## config.mk

```make
export PLATFORM = sky130hd
export DESIGN_NAME = sd_read
export DESIGN_NICKNAME = d
export VERILOG_FILES = /design/src/rtl/sd_read.sv
export SDC_FILE = /design/constraint.sdc
export NUM_CORES = 1
export LEC_CHECK = 0
export ABC_AREA = 1
export CORE_MARGIN = 2
export CORE_UTILIZATION = 39
export CTS_BUF_LIST = sky130_fd_sc_hd__clkbuf_8 sky130_fd_sc_hd__clkbuf_16
export CTS_CLUSTER_SIZE = 20
export DETAILED_ROUTE_END_ITERATION = 6
export PLACE_DENSITY_LB_ADDON = 0.1
export SLEW_MARGIN = 15
export SYNTH_ARGS = -nofsm -noshare
export SYNTH_HDL_FRONTEND = slang
export SYNTH_SLANG_ARGS = --single-unit
```

## constraint.sdc

```tcl
create_clock -name clk -period 2.36 [get_ports clk]
set_input_delay 0.472 -clock clk [delete_from_list [all_inputs] [get_ports clk]]
set_output_delay 0.472 -clock clk [all_outputs]
set_load 0.05 [all_outputs]
```

## src/rtl/sd_read.sv

```systemverilog
// SPI-mode single-block reader (CMD17): sends the command, checks R1, waits for the start
// token and streams 512 bytes out as 256 words. Optional CRC16 check under SD_READ_CRC_EN.
module sd_read #(
  parameter int unsigned R1_TIMEOUT    = 64,
  parameter int unsigned TOKEN_TIMEOUT = 65535,
  parameter int unsigned TAIL_CYCLES   = 8
) (
  input  logic        clk,
  input  logic        rst,
  input  logic        sd_miso,
  input  logic        sd_init_done,
  input  logic        read_ready,
  input  logic [31:0] read_address,
  output logic        sd_cs,
  output logic        sd_mosi,
  output logic        read_busy,
  output logic [15:0] read_data,
  output logic        read_valid,
  output logic        read_done,
  output logic        read_error
);

  typedef enum logic [2:0] {
    StIdle, StSendCmd, StWaitR1, StWaitToken, StRecvData, StRecvCrc, StFinish
  } state_e;

  localparam logic [15:0] R1Last   = 16'(R1_TIMEOUT - 1);
  localparam logic [15:0] TokLast  = 16'(TOKEN_TIMEOUT - 1);
  localparam logic [15:0] TailLast = 16'(TAIL_CYCLES - 1);

  state_e      state_q, state_d;
  logic [15:0] shift_q, shift_d;
  logic [47:0] cmd_q, cmd_d;
  logic [5:0]  cmd_cnt_q, cmd_cnt_d;
  logic [3:0]  r1_cnt_q, r1_cnt_d;
  logic [15:0] to_cnt_q, to_cnt_d;
  logic [3:0]  bit_cnt_q, bit_cnt_d;
  logic [7:0]  word_cnt_q, word_cnt_d;
  logic [15:0] tail_cnt_q, tail_cnt_d;
  logic        err_q, err_d;
  logic        cs_q, cs_d, mosi_q, mosi_d, busy_q, busy_d;
  logic [15:0] data_q, data_d;
  logic        valid_q, valid_d, done_q, done_d, rerr_q, rerr_d;
  logic [47:0] cmd_full;
  logic [15:0] to_inc;
  logic        fin, fin_err;
`ifdef SD_READ_CRC_EN
  logic [15:0] crc_q, crc_d;
`endif

  assign cmd_full = {8'h51, read_address, 8'hFF};
  assign to_inc   = (to_cnt_q == 16'hFFFF) ? to_cnt_q : to_cnt_q + 16'd1;

  always_comb begin
    shift_d    = {shift_q[14:0], sd_miso};
    state_d    = state_q;
    cmd_d      = cmd_q;
    cmd_cnt_d  = cmd_cnt_q;
    r1_cnt_d   = r1_cnt_q;
    to_cnt_d   = to_cnt_q;
    bit_cnt_d  = bit_cnt_q;
    word_cnt_d = word_cnt_q;
    tail_cnt_d = tail_cnt_q;
    err_d      = err_q;
    cs_d       = cs_q;
    mosi_d     = mosi_q;
    busy_d     = busy_q;
    data_d     = data_q;
    valid_d    = 1'b0;
    done_d     = 1'b0;
    rerr_d     = 1'b0;
    fin        = 1'b0;
    fin_err    = 1'b0;
`ifdef SD_READ_CRC_EN
    crc_d      = crc_q;
`endif
    unique case (state_q)
      StIdle: begin
        if (read_ready && sd_init_done) begin
          mosi_d    = cmd_full[47];
          cmd_d     = {cmd_full[46:0], 1'b1};
          cmd_cnt_d = 6'd1;
          cs_d      = 1'b0;
          busy_d    = 1'b1;
          err_d     = 1'b0;
          state_d   = StSendCmd;
        end
      end
      StSendCmd: begin
        if (cmd_cnt_q == 6'd48) begin
          mosi_d   = 1'b1;
          to_cnt_d = '0;
          r1_cnt_d = '0;
          state_d  = StWaitR1;
        end else begin
          mosi_d    = cmd_q[47];
          cmd_d     = {cmd_q[46:0], 1'b1};
          cmd_cnt_d = cmd_cnt_q + 6'd1;
        end
      end
      StWaitR1: begin
        // Timeout applies only to the start bit, so a completing R1 always wins.
        if (r1_cnt_q != 4'd0) begin
          r1_cnt_d = r1_cnt_q + 4'd1;
          if (r1_cnt_q == 4'd7) begin
            if (shift_d[7:0] == 8'h00) begin
              to_cnt_d = '0;
              state_d  = StWaitToken;
            end else begin
              fin     = 1'b1;
              fin_err = 1'b1;
            end
          end
        end else if (!sd_miso) begin
          r1_cnt_d = 4'd1;
        end else if (to_cnt_q == R1Last) begin
          fin     = 1'b1;
          fin_err = 1'b1;
        end else begin
          to_cnt_d = to_inc;
        end
      end
      StWaitToken: begin
        to_cnt_d = to_inc;
        // Only judge the window once it holds 8 bits received after R1.
        if (to_cnt_q >= 16'd7 && shift_d[7:0] == 8'hFE) begin
          bit_cnt_d  = '0;
          word_cnt_d = '0;
          state_d    = StRecvData;
`ifdef SD_READ_CRC_EN
          crc_d      = '0;
`endif
        end else if ((to_cnt_q >= 16'd7 && shift_d[7:4] == 4'h0) || to_cnt_q == TokLast) begin
          fin     = 1'b1;
          fin_err = 1'b1;
        end
      end
      StRecvData: begin
        bit_cnt_d = bit_cnt_q + 4'd1;
`ifdef SD_READ_CRC_EN
        crc_d = {crc_q[14:0], 1'b0} ^ ((crc_q[15] ^ sd_miso) ? 16'h1021 : 16'h0000);
`endif
        if (bit_cnt_q == 4'd15) begin
          data_d     = shift_d;
          valid_d    = 1'b1;
          word_cnt_d = word_cnt_q + 8'd1;
          if (word_cnt_q == 8'd255) state_d = StRecvCrc;
        end
      end
      StRecvCrc: begin
        bit_cnt_d = bit_cnt_q + 4'd1;
        if (bit_cnt_q == 4'd15) begin
          fin = 1'b1;
`ifdef SD_READ_CRC_EN
          fin_err = (shift_d != crc_q);
`endif
        end
      end
      StFinish: begin
        tail_cnt_d = tail_cnt_q + 16'd1;
        if (tail_cnt_q == TailLast) begin
          done_d  = 1'b1;
          rerr_d  = err_q;
          busy_d  = 1'b0;
          state_d = StIdle;
        end
      end
      default: state_d = StIdle;
    endcase
    if (fin) begin
      state_d    = StFinish;
      cs_d       = 1'b1;
      mosi_d     = 1'b1;
      tail_cnt_d = '0;
      if (fin_err) err_d = 1'b1;
    end
  end

  always_ff @(posedge clk) begin
    if (rst) begin
      state_q    <= StIdle;
      shift_q    <= '0;
      cmd_q      <= '0;
      cmd_cnt_q  <= '0;
      r1_cnt_q   <= '0;
      to_cnt_q   <= '0;
      bit_cnt_q  <= '0;
      word_cnt_q <= '0;
      tail_cnt_q <= '0;
      err_q      <= 1'b0;
      cs_q       <= 1'b1;
      mosi_q     <= 1'b1;
      busy_q     <= 1'b0;
      data_q     <= '0;
      valid_q    <= 1'b0;
      done_q     <= 1'b0;
      rerr_q     <= 1'b0;
`ifdef SD_READ_CRC_EN
      crc_q      <= '0;
`endif
    end else begin
      state_q    <= state_d;
      shift_q    <= shift_d;
      cmd_q      <= cmd_d;
      cmd_cnt_q  <= cmd_cnt_d;
      r1_cnt_q   <= r1_cnt_d;
      to_cnt_q   <= to_cnt_d;
      bit_cnt_q  <= bit_cnt_d;
      word_cnt_q <= word_cnt_d;
      tail_cnt_q <= tail_cnt_d;
      err_q      <= err_d;
      cs_q       <= cs_d;
      mosi_q     <= mosi_d;
      busy_q     <= busy_d;
      data_q     <= data_d;
      valid_q    <= valid_d;
      done_q     <= done_d;
      rerr_q     <= rerr_d;
`ifdef SD_READ_CRC_EN
      crc_q      <= crc_d;
`endif
    end
  end

  assign sd_cs      = cs_q;
  assign sd_mosi    = mosi_q;
  assign read_busy  = busy_q;
  assign read_data  = data_q;
  assign read_valid = valid_q;
  assign read_done  = done_q;
  assign read_error = rerr_q;

endmodule
```

---- Word level (Yosys, flattened, before mapping) ----
Cells that the tools add are included.
Widths: inputs -> output; s select.
operators by class
  add/sub/neg operators ................... 6
  order comparisons ....................... 1
  eq/ne operators ......................... 40
  muxes and demuxes ....................... 55
  bitwise gates (word level) .............. 4
  reduce and logical (&&, ||, !) cells .... 30
operator list
  cell                   number
  $mux 16                7
  $mux 48                2
  $pmux 48 s2            1
  $pmux 16 s3            1
  $ne 3x3->1 const B     14
  $add 16x1->16 const B  2
  $eq 16x16->1 const B   2
  $mux 3                 10
  $ne 2x2->1 const B     11
  $pmux 3 s7             1
  $reduce_and 10->1      2
  $mux 1                 17
  $eq 16x3->1 const B    1
  $eq 16x6->1 const B    1
  $eq 8x8->1 const B     2
  $ge 16x3->1 const B    1
  $mux 4                 4
  $mux 8                 2
  $pmux 4 s2             2
  $pmux 8 s2             1
  $mux 6                 2
  $pmux 6 s2             1
  $reduce_and 3->1       4
  $reduce_bool 2->1      5
  23 further kinds       40
word-level totals
  register bits after elaboration ......... 143
  input port bits ......................... 37
  output and inout port bits .............. 22
  word-level logic and storage cells ...... 154

---- Longest topological paths before layout ----
Gate-level depths: netlist of run 1.
  word-level depth ........................ 8
  mapped depth ............................ 15
  mapped depth without buffers ............ 15

---- Worst setup path before layout of run 1 ----
OpenSTA, ideal clock, no wires.
  kind .................................... reg-to-reg
  start ................................... register to_cnt_q[1]
  end ..................................... register state_q[0]
  setup time .............................. 0.117 ns
  data arrival time ....................... 1.663 ns
  required time ........................... 2.243 ns
  slack ................................... 0.580 ns
  cell stages (with the launch flop) ...... 12
  path buffers ............................ 1
  clock period less this slack ............ 1.780 ns
  path through ............................ dfxtp_1 ha_1 nand3_1 nor2_1 nand3_1 nand2_1 nand2_1 nand2_1 nor2_1 nand2_1 buf_2 nor2_1
between the ends
  longest elaborated chain between the ends .. 7
  elaborated cells on any way between the ends .. 15
  classes of those cells .................. order compare: 1; eq/ne: 3; mux: 6; reduce/logical: 5
ends and longest elaborated chain
  item                              line      source
  from (decl)                       36        logic [15:0] to_cnt_q, to_cnt_d;
  from (signal assigned)            207       to_cnt_q <= to_cnt_d;
  $ge 16x3->1                       126, 133
  $logic_and 1x1->1                 133       end else if ((to_cnt_q >= 16'd7 && shift_d[7:4] == 4'h0) || to_cnt_q == TokLast) begin
  $logic_or 1x1->1                  133
  $mux 1                            133
  $mux 1                            126       if (to_cnt_q >= 16'd7 && shift_d[7:0] == 8'hFE) begin
  $pmux 1 s3                        77        unique case (state_q)
  $reduce_or 2->1 (no source line)  n/a
  to (signal assigned)              181       state_q <= StIdle;
  to (signal assigned)              202       state_q <= state_d;
  to (decl)                         31        state_e state_q, state_d;
Several ways; a longest one is shown, not always the timed one.
A chain may end at the register's enable or synchronous reset.

---- Worst setup path in the final report of run 1 ----
  start ................................... register mosi_q, in the netlist sd_mosi
  end ..................................... output sd_mosi
RTL lines
  item                    line  source
  from (decl)             41    logic cs_q, cs_d, mosi_q, mosi_d, busy_q, busy_d;
  from (signal assigned)  213   mosi_q <= mosi_d;
  to (decl)               15    output logic sd_mosi,
No word-level cell between the ends.

==> out/metrics.yaml, run 1 <==
floorplan:
  dieArea_sq_um: 17500
  start_util: 0.401
  core_area_sq_um: 16000
  die_w_um: 132
  fp-row-count: 46
  top_level_ports: 59
  die_h_um: 132
cells_and_area:
  syn2layout_area_growth_pct: 23.8
  seq_area_sq_um: 2860
  multi_input_area_sq_um: 3080
  diodes: 0
  stdcell_area_sq_um: 7950
  fillers: 1671
  layout.nets: 989
  drive_gt1_frac: 0.0879
run:
  cap_viol_max_count: 0
synth:
  synth_nets: 927
  ys_seq_area_frac: 0.446
  synthTopCellsByArea: "dfxtp_1, nand2_1, nor2_1"
  synthesis.area_sq_um: 6420
  synth_largest_area_cell: "dfxtp_1"
  syn_avg_cell_area_sq_um: 7.29
  synth_top_area_share: 0.446
  ys_warn_count: 0
  synth.distinct_cells: 38
  ys_ff_latch: 143
  synth_cells: 881
power_and_ir_drop:
  power_density_nw_per_um2: 985
  peakVddDrop_mv: 0.593
  p_total_uw: 7820
  p_leak_uw: 0.00312
clock_network:
  root_buffer: "clkbuf_16"
  hold_buffers: 0
  cts_tree: "done"
  cts.sinks: 143
  path_clk_slew_ns: 0.07
  post-cts-setup-buffer-count: 0
  cts_htree_levels: 4
  clock_path_buffers: 2
  ctsResizeCount: 0
  clk_latency_ns: 0.43
  cts_buffers: 17
setup_path:
  critPathBufInv: 1
  critPathMaxStageDelay_ns: 0.85
  required_ns: 1.89
  reg2reg_from: "to_cnt_q[0]"
  cp_max_fo: 2
  reg2reg_slack_ns: 0.34
  rr_worst_depth: 12
  cpMaxStageDelayCell: "clkdlybuf4s50_1"
  r2r_end: "to_cnt_q[4]"
  critPathLaunchType: "register"
  cp_top_family: "buffers and inverters"
  path_class: "reg -> out"
  setup.worst_path.end_class: "primary output"
  arrival_ns: 1.65
  path_cells: "clkdlybuf4s50_1"
placement:
  numPortBuffers: 58
  dp_hpwl_mm: 10.2
  dpl_cell_area_sq_um: 7330
  dpl_worst_slack_ns: 0.0607
  gp_congestion: 0.779
sta:
  setup_slack_ns: 0.234
  fmax_mhz: 470
  grt_setup_unrepaired: "no"
  finalHoldViolCount: 0
  post-route-min-period_ns: 2.13
  setup_violations: 0
  drv_slew: 0
  finalCritPeriodShare: 0.901
  tightestPinTransition_ns: 0.532
  max_slew_margin: 0.644
  fin_setup_tns_ns: 0
  fin_worst_skew_ns: 0.0185
detailed_routing:
  drt-vias-per-instance: 4.92
  dr.first_iter.drc_count: 332
  via_count: 5768
  ant_nets: 0
  routedWlPerCell_um: 12.6
  finalWirelength_mm: 14.7
  firstDrtPassIters: 5
  drcViolationCount: 0
worst_hold_path:
  hp-start: "shift_q[12]"
  worstHoldEndpoint: "shift_q[13]"
  hold_path.class: "reg -> reg"
  worstHoldPathCells: 2
global_routing:
  antenna_found_initial: 0
  grt_pass1_vias: 5370
  grt_pass1_wl_mm: 25.4
  grt_max_degree: 68
  grt_usage: 0.175
  grt.overflow.total: 0
outcome:
  status: "finished, final reports clean"
-- metrics by stage --
step                      cells   util  hold WS [ns]
after CTS                  1172  0.497         0.431
after global placement     1140  0.458         0.421
after global routing       1172  0.497         0.465
final                      1172  0.497         0.428
after floorplan             881      -         0.410
after detailed placement   1140  0.458         0.420
-- worst max-delay path by stage --
stage / slack [ns] / cells after the start / from / endpoint
floorplan: 0.58 / 11 / to_cnt_q[1] / state_q[0]
global placement: 0.09 / 12 / sd_miso / to_cnt_q[12]
detailed placement: 0.06 / 12 / sd_miso / to_cnt_q[12]
global route: 0.10 / 13 / cmd_cnt_q[0] / to_cnt_q[2]
finish: 0.23 / 1 / sd_mosi / sd_mosi
CTS: 0.21 / 1 / sd_mosi / sd_mosi
-- cells in the mapped netlist --
library cell,count
buf_1,2
nor2_2,3
ha_1,9
o2111ai_1,3
nand4_1,48
and3_1,1
nand2_4,1
a21o_1,1
nor4_1,2
nor3_2,1
a21oi_2,1
a31oi_1,32
xnor2_1,3
clkinv_1,2
or2_2,2
dfxtp_1,143
nor2_1,99
a311oi_1,2
inv_2,10
o21ai_0,63
nand2_1,184
nand3_1,37
inv_1,75
nor2_4,4
o21bai_1,2
xor2_1,13
o21a_1,1
nor2_8,1
a21oi_1,66
nand3_2,2
nand2_2,3
o21ai_1,8
a211oi_1,2
nor3_4,1
nor3_1,13
clkbuf_1,29
nor3b_1,5
buf_2,7
-- cell usage in the layout (no fill, tap or decap), types with 5 or more instances in the layout --
| cell type | count |
|---|---|
| a21oi_1 | 66 |
| a31oi_1 | 32 |
| buf_4 | 20 |
| clkbuf_16 | 17 |
| clkdlybuf4s50_1 | 58 |
| dfxtp_1 | 143 |
| ha_1 | 9 |
| inv_1 | 75 |
| inv_2 | 10 |
| inv_6 | 5 |
| nand2_1 | 184 |
| nand3_1 | 37 |
| nand4_1 | 48 |
| nor2_1 | 99 |
| nor3_1 | 13 |
| nor3b_1 | 5 |
| o21ai_0 | 63 |
| o21ai_1 | 8 |
| xor2_1 | 13 |
-- cell families (layout without fill, tap and decap cells) --
logic type	after synthesis	in the layout	synth area share
compound gates	181	181	0.153
xor+xnor	16	16	0.0218
fa+ha+maj	9	9	0.0175
buf+inv	125	200	0.0745
flops	143	143	0.446
simple gates	407	407	0.287
-- state kept, by name (all words and copies together), names as in the netlist, 4 cells and up --
| signal | cells |
|---|---|
| cmd_q | 48 |
| read_data | 16 |
| tail_cnt_q | 16 |
| to_cnt_q | 16 |
| shift_q | 15 |
| word_cnt_q | 8 |
| cmd_cnt_q | 6 |
| bit_cnt_q | 4 |
| r1_cnt_q | 4 |
-- routing by layer --
metal / vias up / routed length, um / GRT usage
met4: 0 / 143 / 0.0627
li1: 3085 / - / -
met2: 81 / 6440 / 0.271
met5: - / 0 / 0
met1: 2591 / 7670 / 0.242
met3: 11 / 485 / 0.0354
-- cell type report --
| cell class | count | share of cell area |
|---|---|---|
| inverter | 87 | 0.0411 |
| tap | 216 | 0.0340 |
| sequential | 143 | 0.360 |
| multi-input combinational | 613 | 0.387 |
| clock buffer | 17 | 0.0535 |
| timing repair buffer | 81 | 0.0995 |
| clock inverter | 15 | 0.0241 |
-- power by group --
part	total [uW]	internal (uW)	switching [uW]
registers	3100	2850	252
clock network	2740	1530	1210
logic	1990	667	1320
(Power assumes the default switching activity.)
==> run 2: changes to the inputs <==
- CORE_UTILIZATION: 39 -> 55
==> run 2 against run 1 <==
Net effect:
- clock skew fell by 0.0094 ns
- die area fell by 28%
- clock power fell by 8.0%
- setup slack got worse by 0.078 ns
- global-route usage rose by 6.4 points
- design area fell by 1.9%
- highest routed layer unchanged
- wire length fell by 1.8%
- flip-flop and latch count did not move
- first-iteration DRC count rose by 60%
- register-to-register slack got worse by 0.18 ns
==> out/metrics.yaml, run 2 (synthesis gave the netlist of run 1 again) <==
detailed_routing:
  firstDrtPassIters: 4  # was 5
  dr.first_iter.drc_count: 530  # was 332
  routedWlPerCell_um: 13.2  # was 12.6 um
  ant_nets: 0  # unchanged
  via_count: 6077  # was 5768
  drt-vias-per-instance: 5.53  # was 4.92
  finalWirelength_mm: 14.5  # was 14.7 mm
  drcViolationCount: 0  # unchanged
sta:
  setup_slack_ns: 0.156  # was 0.234 ns
  finalCritPeriodShare: 0.934  # was 0.901
  fin_worst_skew_ns: 0.00909  # was 0.0185 ns
  max_slew_margin: 0.662  # was 0.644
  post-route-min-period_ns: 2.20  # was 2.13 ns
  grt_setup_unrepaired: "no"  # unchanged
  finalHoldViolCount: 0  # unchanged
  whs_ns: 0.433  # was 0.428 ns
  fmax_mhz: 454  # was 470 MHz
  tightestPinTransition_ns: 0.505  # was 0.532 ns
  drv_slew: 0  # unchanged
  setup_violations: 0  # unchanged
cells_and_area:
  diodes: 0  # unchanged
  layout_commonest_cell: "nand2_1"  # unchanged
  layout.nets: 989  # unchanged
  final_cell_mix: "nand2_1, dfxtp_1, nor2_1"  # unchanged
  drive_gt1_frac: 0.0848  # was 0.0879
  final_core_util: 0.683  # was 0.497
  top_register: "cmd_q"  # unchanged
  fillers: 994  # was 1671
  syn2layout_area_growth_pct: 21.5  # was 23.8%
  largest_reg_flops: 48  # unchanged
placement:
  numPortBuffers: 58  # unchanged
  dpl_worst_slack_ns: -0.00933  # was 0.0607 ns
  dp_hpwl_mm: 9.85  # was 10.2 mm
  gp_congestion: 0.908  # was 0.779
floorplan:
  start_util: 0.562  # was 0.401
  core_area_sq_um: 11400  # was 16000 sq um
  die_w_um: 112  # was 132 um
  top_level_ports: 59  # unchanged
  die_h_um: 112  # was 132 um
  dieArea_sq_um: 12600  # was 17500 sq um
  fp-row-count: 39  # was 46
clock_network:
  cts.sinks: 143  # unchanged
  cts_htree_levels: 4  # unchanged
  cts_buffers: 17  # unchanged
  path_clk_slew_ns: 0.06  # was 0.07 ns
  ctsResizeCount: 0  # unchanged
  clock_path_buffers: 2  # unchanged
  clk_latency_ns: 0.42  # was 0.43 ns
  hold_buffers: 0  # unchanged
  root_buffer: "clkbuf_16"  # unchanged
  cts_tree: "done"  # unchanged
global_routing:
  grt_usage: 0.239  # was 0.175
  grt_pass1_wl_mm: 24.9  # was 25.4 mm
  grt_pass1_vias: 5625  # was 5370
  antenna_found_initial: 0  # unchanged
  grt_max_degree: 43  # was 68
  grt.overflow.total: 0  # unchanged
power_and_ir_drop:
  seqPwrFrac: 0.407  # was 0.396
  p_comb_frac: 0.263  # was 0.254
  p_switching_uw: 2570  # was 2780 uW
  power.share.clock: 0.331  # was 0.350
  p_int_uw: 5040  # about the same
  power_density_nw_per_um2: 976  # was 985 nW/um^2
  peakVddDrop_mv: 0.719  # was 0.593 mV
  p_leak_uw: 0.00310  # was 0.00312 uW
  switching_share: 0.338  # was 0.356
setup_path:
  rr_worst_depth: 13  # was 12
  critPathLaunchType: "register"  # unchanged
  required_ns: 2.68  # was 1.89 ns
  cp_max_fo: 10  # was 2
  setup.worst_path.end_class: "register"  # was primary output
  arrival_ns: 2.52  # was 1.65 ns
  path_class: "reg -> reg"  # was reg -> out
outcome:
  status: "finished, final reports clean"  # unchanged
run:
  cap_viol_max_count: 0  # unchanged
worst_hold_path:
  hold_path.class: "reg -> reg"  # unchanged
  worstHoldPathCells: 2  # unchanged
==> run 2: changes by cell type in the layout (fill, tap and decap cells not counted), sizes merged <==
| cell | delta |
|---|---|
| inv | -6 |
| clkbuf | +3 |
| clkinvlp | +2 |
==> run 2: layout make-up <==
type,count,area (sq um),area share
timing repair buffer,81,791,0.101
sequential,143,2860,0.367
tap,143,179,0.0229
inverter,87,327,0.0419
clock inverter,11,92.6,0.0119
clock buffer,20,467,0.0599
multi-input combinational,613,3080,0.395
==> run 2: worst max-delay path: stages, from the launching register on <==
cell and delay, ns:
dfxtp_1 0.32, inv_1 0.10, ha_1 0.16, nand3_1 0.07
nor2_1 0.21, nor2_4 0.08, buf_4 0.15, nor3_2 0.16
nand2_2 0.13, nor2_8 0.18, nand2_1 0.11, nand2_2 0.13
inv_2 0.11, and3_1 0.18
==> run 2: power by group through the flow <==
| stage | Sequential (uW) | Clock [uW] | Combinational (uW) |
|---|---|---|---|
| floorplan | 3140 | 0 | 1400 |
| global placement | 3120 | 0 | 1890 |
| detailed placement | 3140 | 0 | 1950 |
| CTS | 3090 | 2570 | 1970 |
| global route | 3150 | 2660 | 2250 |
| finish | 3100 | 2520 | 2000 |
==> run 2: timing repair <==
item / 4_1_cts / 5_1_grt
setup buffers: 0 / 3
setup endpoints to repair: 0 / 5
endpoints found under the hold margin: 0 / 0
==> run 2: path summary, 6_finish.rpt <==
kind                                    from      endpoint  slack [ns]
worst min register to register    shift_q[9]   shift_q[10]        0.43
worst max-delay path            cmd_cnt_q[0]  to_cnt_q[12]        0.16
worst min-delay path              shift_q[9]   shift_q[10]        0.43
worst max register to register  cmd_cnt_q[0]  to_cnt_q[12]        0.16
==> run 2: metrics by stage <==
| step | area, sq um | TNS [ns] | total power (uW) | std cells |
|---|---|---|---|---|
| final | 7800 | 0 | 7610 | 1098 |
| after global routing | 7800 | 0 | 8060 | 1098 |
| after CTS | 7770 | 0 | 7630 | 1095 |
| after detailed placement | 7210 | -0.00933 | 5090 | 1064 |
| after global placement | 7210 | 0 | 5010 | 1064 |
| after floorplan | 6420 | 0 | 4540 | 881 |
==> run 2: layer usage <==
layer  track usage  vias up  share of wire
li1              -     3068              -
met3        0.0680       19          0.051
met1         0.304     2830           0.46
met2         0.394      160           0.47
met5             0        -              0
met4        0.0789        0          0.014
==> run 3: changes to the inputs <==
- CORE_MARGIN: 2 -> 5
- RECOVER_POWER: unset -> 25
- TNS_END_PERCENT: unset -> 30
==> run 3 against run 2 <==
Net effect:
- count of clock-buffer cells in the layout shrank 2
- final cell count stayed put
- core utilization increased by 0.24 points
- flip-flop and latch count unchanged
- non-clock buffer count down 1
- combinational power is essentially flat
- largest cell class unchanged
==> out/metrics.yaml, run 3 (synthesis gave the netlist of run 1 again) <==
global_routing:
  grt_pass1_wl_mm: 25.7  # was 24.9 mm
  grt_max_degree: 68  # was 43
  grt_pass1_vias: 5795  # was 5625
  antenna_found_initial: 0  # unchanged
  grt.overflow.total: 0  # unchanged
  grt_usage: 0.216  # was 0.239
sta:
  fmax_mhz: 471  # was 454 MHz
  max_slew_margin: 0.403  # was 0.662
  finalCritPeriodShare: 0.901  # was 0.934
  drv_slew: 0  # unchanged
  fin_worst_skew_ns: 0.00822  # was 0.00909 ns
  finalHoldViolCount: 0  # unchanged
  setup_violations: 0  # unchanged
  whs_ns: 0.434  # was 0.433 ns
  post-route-min-period_ns: 2.13  # was 2.20 ns
  grt_setup_unrepaired: "no"  # unchanged
  fin_setup_tns_ns: 0  # unchanged
  tightestPinTransition_ns: 0.895  # was 0.505 ns
worst_hold_path:
  hold_path.class: "reg -> reg"  # unchanged
  worstHoldPathCells: 2  # unchanged
  hp-start: "shift_q[9]"  # unchanged
cells_and_area:
  top_register: "cmd_q"  # unchanged
  largest_reg_flops: 48  # unchanged
  stdcell_area_sq_um: 7820  # was 7800 sq um
  drive_gt1_frac: 0.0838  # was 0.0848
  syn2layout_area_growth_pct: 21.9  # was 21.5%
  final_core_util: 0.685  # was 0.683
  diodes: 0  # unchanged
  layout.nets: 988  # was 989
  fillers: 984  # was 994
  layout_commonest_cell: "nand2_1"  # unchanged
  final_cell_mix: "nand2_1, dfxtp_1, nor2_1"  # unchanged
power_and_ir_drop:
  p_leak_uw: 0.00312  # was 0.00310 uW
  power.share.clock: 0.355  # was 0.331
  p_comb_frac: 0.251  # was 0.263
  p_switching_uw: 2650  # was 2570 uW
  peakVddDrop_mv: 0.643  # was 0.719 mV
  p_int_uw: 5210  # was 5040 uW
  power_density_nw_per_um2: 1010  # was 976 nW/um^2
  switching_share: 0.337  # was 0.338
  seqPwrFrac: 0.394  # was 0.407
detailed_routing:
  firstDrtPassIters: 5  # was 4
  drt-vias-per-instance: 5.52  # was 5.53
  routedWlPerCell_um: 13.3  # was 13.2 um
  via_count: 6058  # was 6077
  finalWirelength_mm: 14.6  # was 14.5 mm
  ant_nets: 0  # unchanged
  drcViolationCount: 0  # unchanged
  dr.first_iter.drc_count: 385  # was 530
clock_network:
  clock_path_buffers: 2  # unchanged
  clk_latency_ns: 0.42  # about the same
  cts_buffers: 17  # unchanged
  path_clk_slew_ns: 0.06  # about the same
  cts_htree_levels: 4  # unchanged
  cts_tree: "done"  # unchanged
  cts.sinks: 143  # unchanged
  root_buffer: "clkbuf_16"  # unchanged
setup_path:
  arrival_ns: 2.45  # was 2.52 ns
  startpoint: "rst"  # was cmd_cnt_q[0]
  cp_max_fo: 38  # was 10
  critPathLaunchType: "primary input"  # was register
  reg2reg_from: "state_q[2]"  # was cmd_cnt_q[0]
  rr_worst_depth: 7  # was 13
  setup.worst_path.end_class: "register"  # unchanged
  path_class: "in -> reg"  # was reg -> reg
  required_ns: 2.68  # about the same
placement:
  dpl_cell_area_sq_um: 7200  # was 7210 sq um
  numPortBuffers: 58  # unchanged
  gp_congestion: 0.853  # was 0.908
  dp_hpwl_mm: 9.84  # was 9.85 mm
outcome:
  status: "finished, final reports clean"  # unchanged
floorplan:
  fp-row-count: 39  # unchanged
  core_area_sq_um: 11400  # unchanged
  start_util: 0.562  # unchanged
  dieArea_sq_um: 13900  # was 12600 sq um
  die_h_um: 118  # was 112 um
  die_w_um: 118  # was 112 um
  top_level_ports: 59  # unchanged
run:
  cap_viol_max_count: 0  # unchanged
## run 3: worst paths after layout
| path | to | slack, ns |
|---|---|---|
| setup reg to reg | r1_cnt_q[2] | 0.29 |
| hold reg to reg | shift_q[10] | 0.43 |
| setup / recovery | r1_cnt_q[2] | 0.23 |
| hold / removal | shift_q[10] | 0.43 |
## run 3: area by class of cell
type | count | area, sq um | share of cell area
multi-input combinational | 613 | 3080 | 0.393
sequential | 143 | 2860 | 0.366
timing repair buffer | 80 | 759 | 0.0971
clock buffer | 18 | 439 | 0.0561
inverter | 87 | 327 | 0.0417
clock inverter | 14 | 181 | 0.0232
tap | 143 | 179 | 0.0229
## run 3: timing repair
action,4_1_cts,5_1_grt
hold buffers,0,0
gates resized for setup,0,0
buffers inserted,0,4
endpoints found under the setup margin,0,14
## run 3: through the flow
step	total power, uW	setup slack, ns	cells
2_1_floorplan	4540	0.580	881
3_3_place_gp	4990	0.122	1062
3_5_place_dp	5060	0.0489	1062
4_1_cts	7870	0.171	1094
5_1_grt	8360	0.0521	1098
6_report	7870	0.235	1098
## run 3: layer usage
layer / track usage / vias up / wire length [um]
li1: - / 3071 / -
met1: 0.276 / 2816 / 6900
met2: 0.349 / 149 / 6820
met5: 0 / - / 0
met3: 0.0615 / 22 / 721
met4: 0.0803 / 0 / 208
## run 3: power by group through the flow
stage	sequential, uW	combinational, uW	clock [uW]
final	3100	1970	2800
after global routing	3150	2250	2970
after CTS	3090	1940	2840
after detailed placement	3140	1930	0
after global placement	3120	1870	0
after floorplan	3140	1400	0
## run 3: worst max-delay path, stage by stage
cell           delay [ns]
dlygate4sd3_1        0.56
clkinv_1             0.25
clkbuf_2             0.59
o21ai_0              0.28
a211oi_1             0.29
==> RTL change: new RTL, config.mk and constraints of run 1 <==
The option `SD_READ_CRC_EN` is turned on by a define.
--- a/src/rtl/sd_read.sv
+++ b/src/rtl/sd_read.sv
@@ -2,2 +2,4 @@
 // token and streams 512 bytes out as 256 words. Optional CRC16 check under SD_READ_CRC_EN.
+`define SD_READ_CRC_EN
+
 module sd_read #(
Behaviour: no difference found for any inputs over 10 cycles, from zero or initial values and one cycle with rst high; that may be too few to reach the edited logic, so the function may still have changed.
==> RTL change against run 1 <==
- wire length up 8.8%
- first-iteration DRC count down 14%
- sequential cell count up 16
- die area up 13%
- sequential power up 7.4%
- non-clock buffer count unchanged
- setup slack better by 0.037 ns
- cell count up 14%
- core utilization down 2.2 points
- global-route usage down 0.65 points
- total power up 0.27%
- combinational power down 10%
- area after synthesis up 14%
- final area up 11%
- critical endpoint unchanged
- highest routed layer unchanged
==> RTL change: results (changes against run 1) <==
[final_layout]
fin_nets = 1132  ; +14%
nFillCells = 1913  ; +14%
antenna_cells = 0  ; unchanged
drive_above_1_share_pct = 8.189  ; -0.60 points

[timing]
fmax_mhz = 478.9  ; +1.8%
worstMarginPinSlew_ns = 0.7183  ; +0.1861 ns
hold_ws_ns = 0.4604  ; +0.03217 ns
finClkSkew_ns = 0.01138  ; -0.007104 ns

[hold_path]
min_to = cmd_q[44]
hold_start = cmd_q[44]

[placement]
gp_congestion = 0.7907  ; +1.5%
pre_cts_ws_ns = -0.1145  ; -0.1751 ns
dp_hpwl_mm = 10.81  ; +6.3%

[setup_path]
cp.arrival_ns = 1.62  ; -0.03 ns
timing.rr.end = tail_cnt_q[15]
critPathMaxStageDelay_ns = 0.83  ; -0.02 ns
cp_max_fo = 2  ; unchanged
r2r-start = to_cnt_q[0]
r2r_slack_ns = 0.29  ; -0.05 ns

[logic_synthesis]
synth_area_leaders = dfxtp_1, nand2_1, nor2_1
post_synth_num_cell_types = 41  ; +7.9%
yosys-top-cells-count = nand2_1, dfxtp_1, nor2_1, a21oi_1, o21ai_0
yosysSeqAreaShare_pct = 43.64  ; -0.96 points
syn_nets = 1074  ; +16%

[clock_tree]
clk_path_buf_depth = 2  ; unchanged
cts_buffers = 17  ; unchanged
post_cts_resize_count = 0  ; unchanged
htree_levels = 4  ; unchanged
clock_latency_ns = 0.43  ; about the same

[pwr]
p_leak_nw = 3.478  ; +11%
ir_worst_vdd_mv = 0.4940  ; -17%

[routing]
first_pass_iters = 4  ; -1
drtIter0Drc = 286  ; -14%
via_per_inst = 4.827  ; -1.9%
wirelength_mm = 16.03  ; +8.8%

[global_route]
grt.total_usage_pct = 16.86  ; -0.65 points
grt_pass1_vias = 5959  ; +11%
grt_pass1_wl_mm = 27.81  ; +9.4%

[status]
status = completed

RTL change: logic make-up after synthesis:
family	after synthesis	share of synthesized area [%]
DFF	159	43.64
and+or+nand+nor	511	29.81
adders and majority gates	9	1.544
xor gates and xnor gates	31	3.722
buffers and inverters	124	7.033
AOI/OAI and AO/OA	194	14.25
RTL change: cell type report:
cell class	count	area, um2	area share (%)
multi-input combinational	745	3598	40.98
sequential	159	3183	36.25
timing repair buffer	81	810.8	9.233
clock buffer	17	425.4	4.845
inverter	82	315.3	3.591
tap	234	292.8	3.334
clock inverter	15	155.1	1.767
RTL change: worst max path at each step:
stage,endpoint,cells after the start
3_3_place_gp,state_q[0],12
4_1_cts,tail_cnt_q[15],12
2_1_floorplan,tail_cnt_q[10],13
3_5_place_dp,tail_cnt_q[15],12
6_report,sd_mosi,1
5_1_grt,tail_cnt_q[15],12
RTL change: routing by layer:
| layer | global-route usage (%) | routed length, um | vias to the layer above |
|---|---|---|---|
| met2 | 26.37 | 7181 | 86 |
| met5 | 0 | 0 | - |
| met3 | 3.838 | 569 | 13 |
| met4 | 5.368 | 201 | 0 |
| met1 | 23.18 | 8078 | 2874 |
| li1 | - | - | 3462 |
RTL change: where the power goes:
group	internal (mW)	total, mW	switching (mW)
combinational	0.655	1.79	1.13
sequential	3.10	3.33	0.227
clock	1.49	2.73	1.24
RTL change: stage by stage:
step | std cells | setup TNS, ns | power, mW | cell area, um2
after global placement | 1301 | -0.4043 | 5.186 | 8200
after CTS | 1333 | 0 | 7.952 | 8781
final | 1333 | 0 | 7.846 | 8781
after global routing | 1333 | 0 | 8.352 | 8781
after floorplan | 1028 | 0 | 4.628 | 7295
after detailed placement | 1301 | -1.316 | 5.188 | 8200
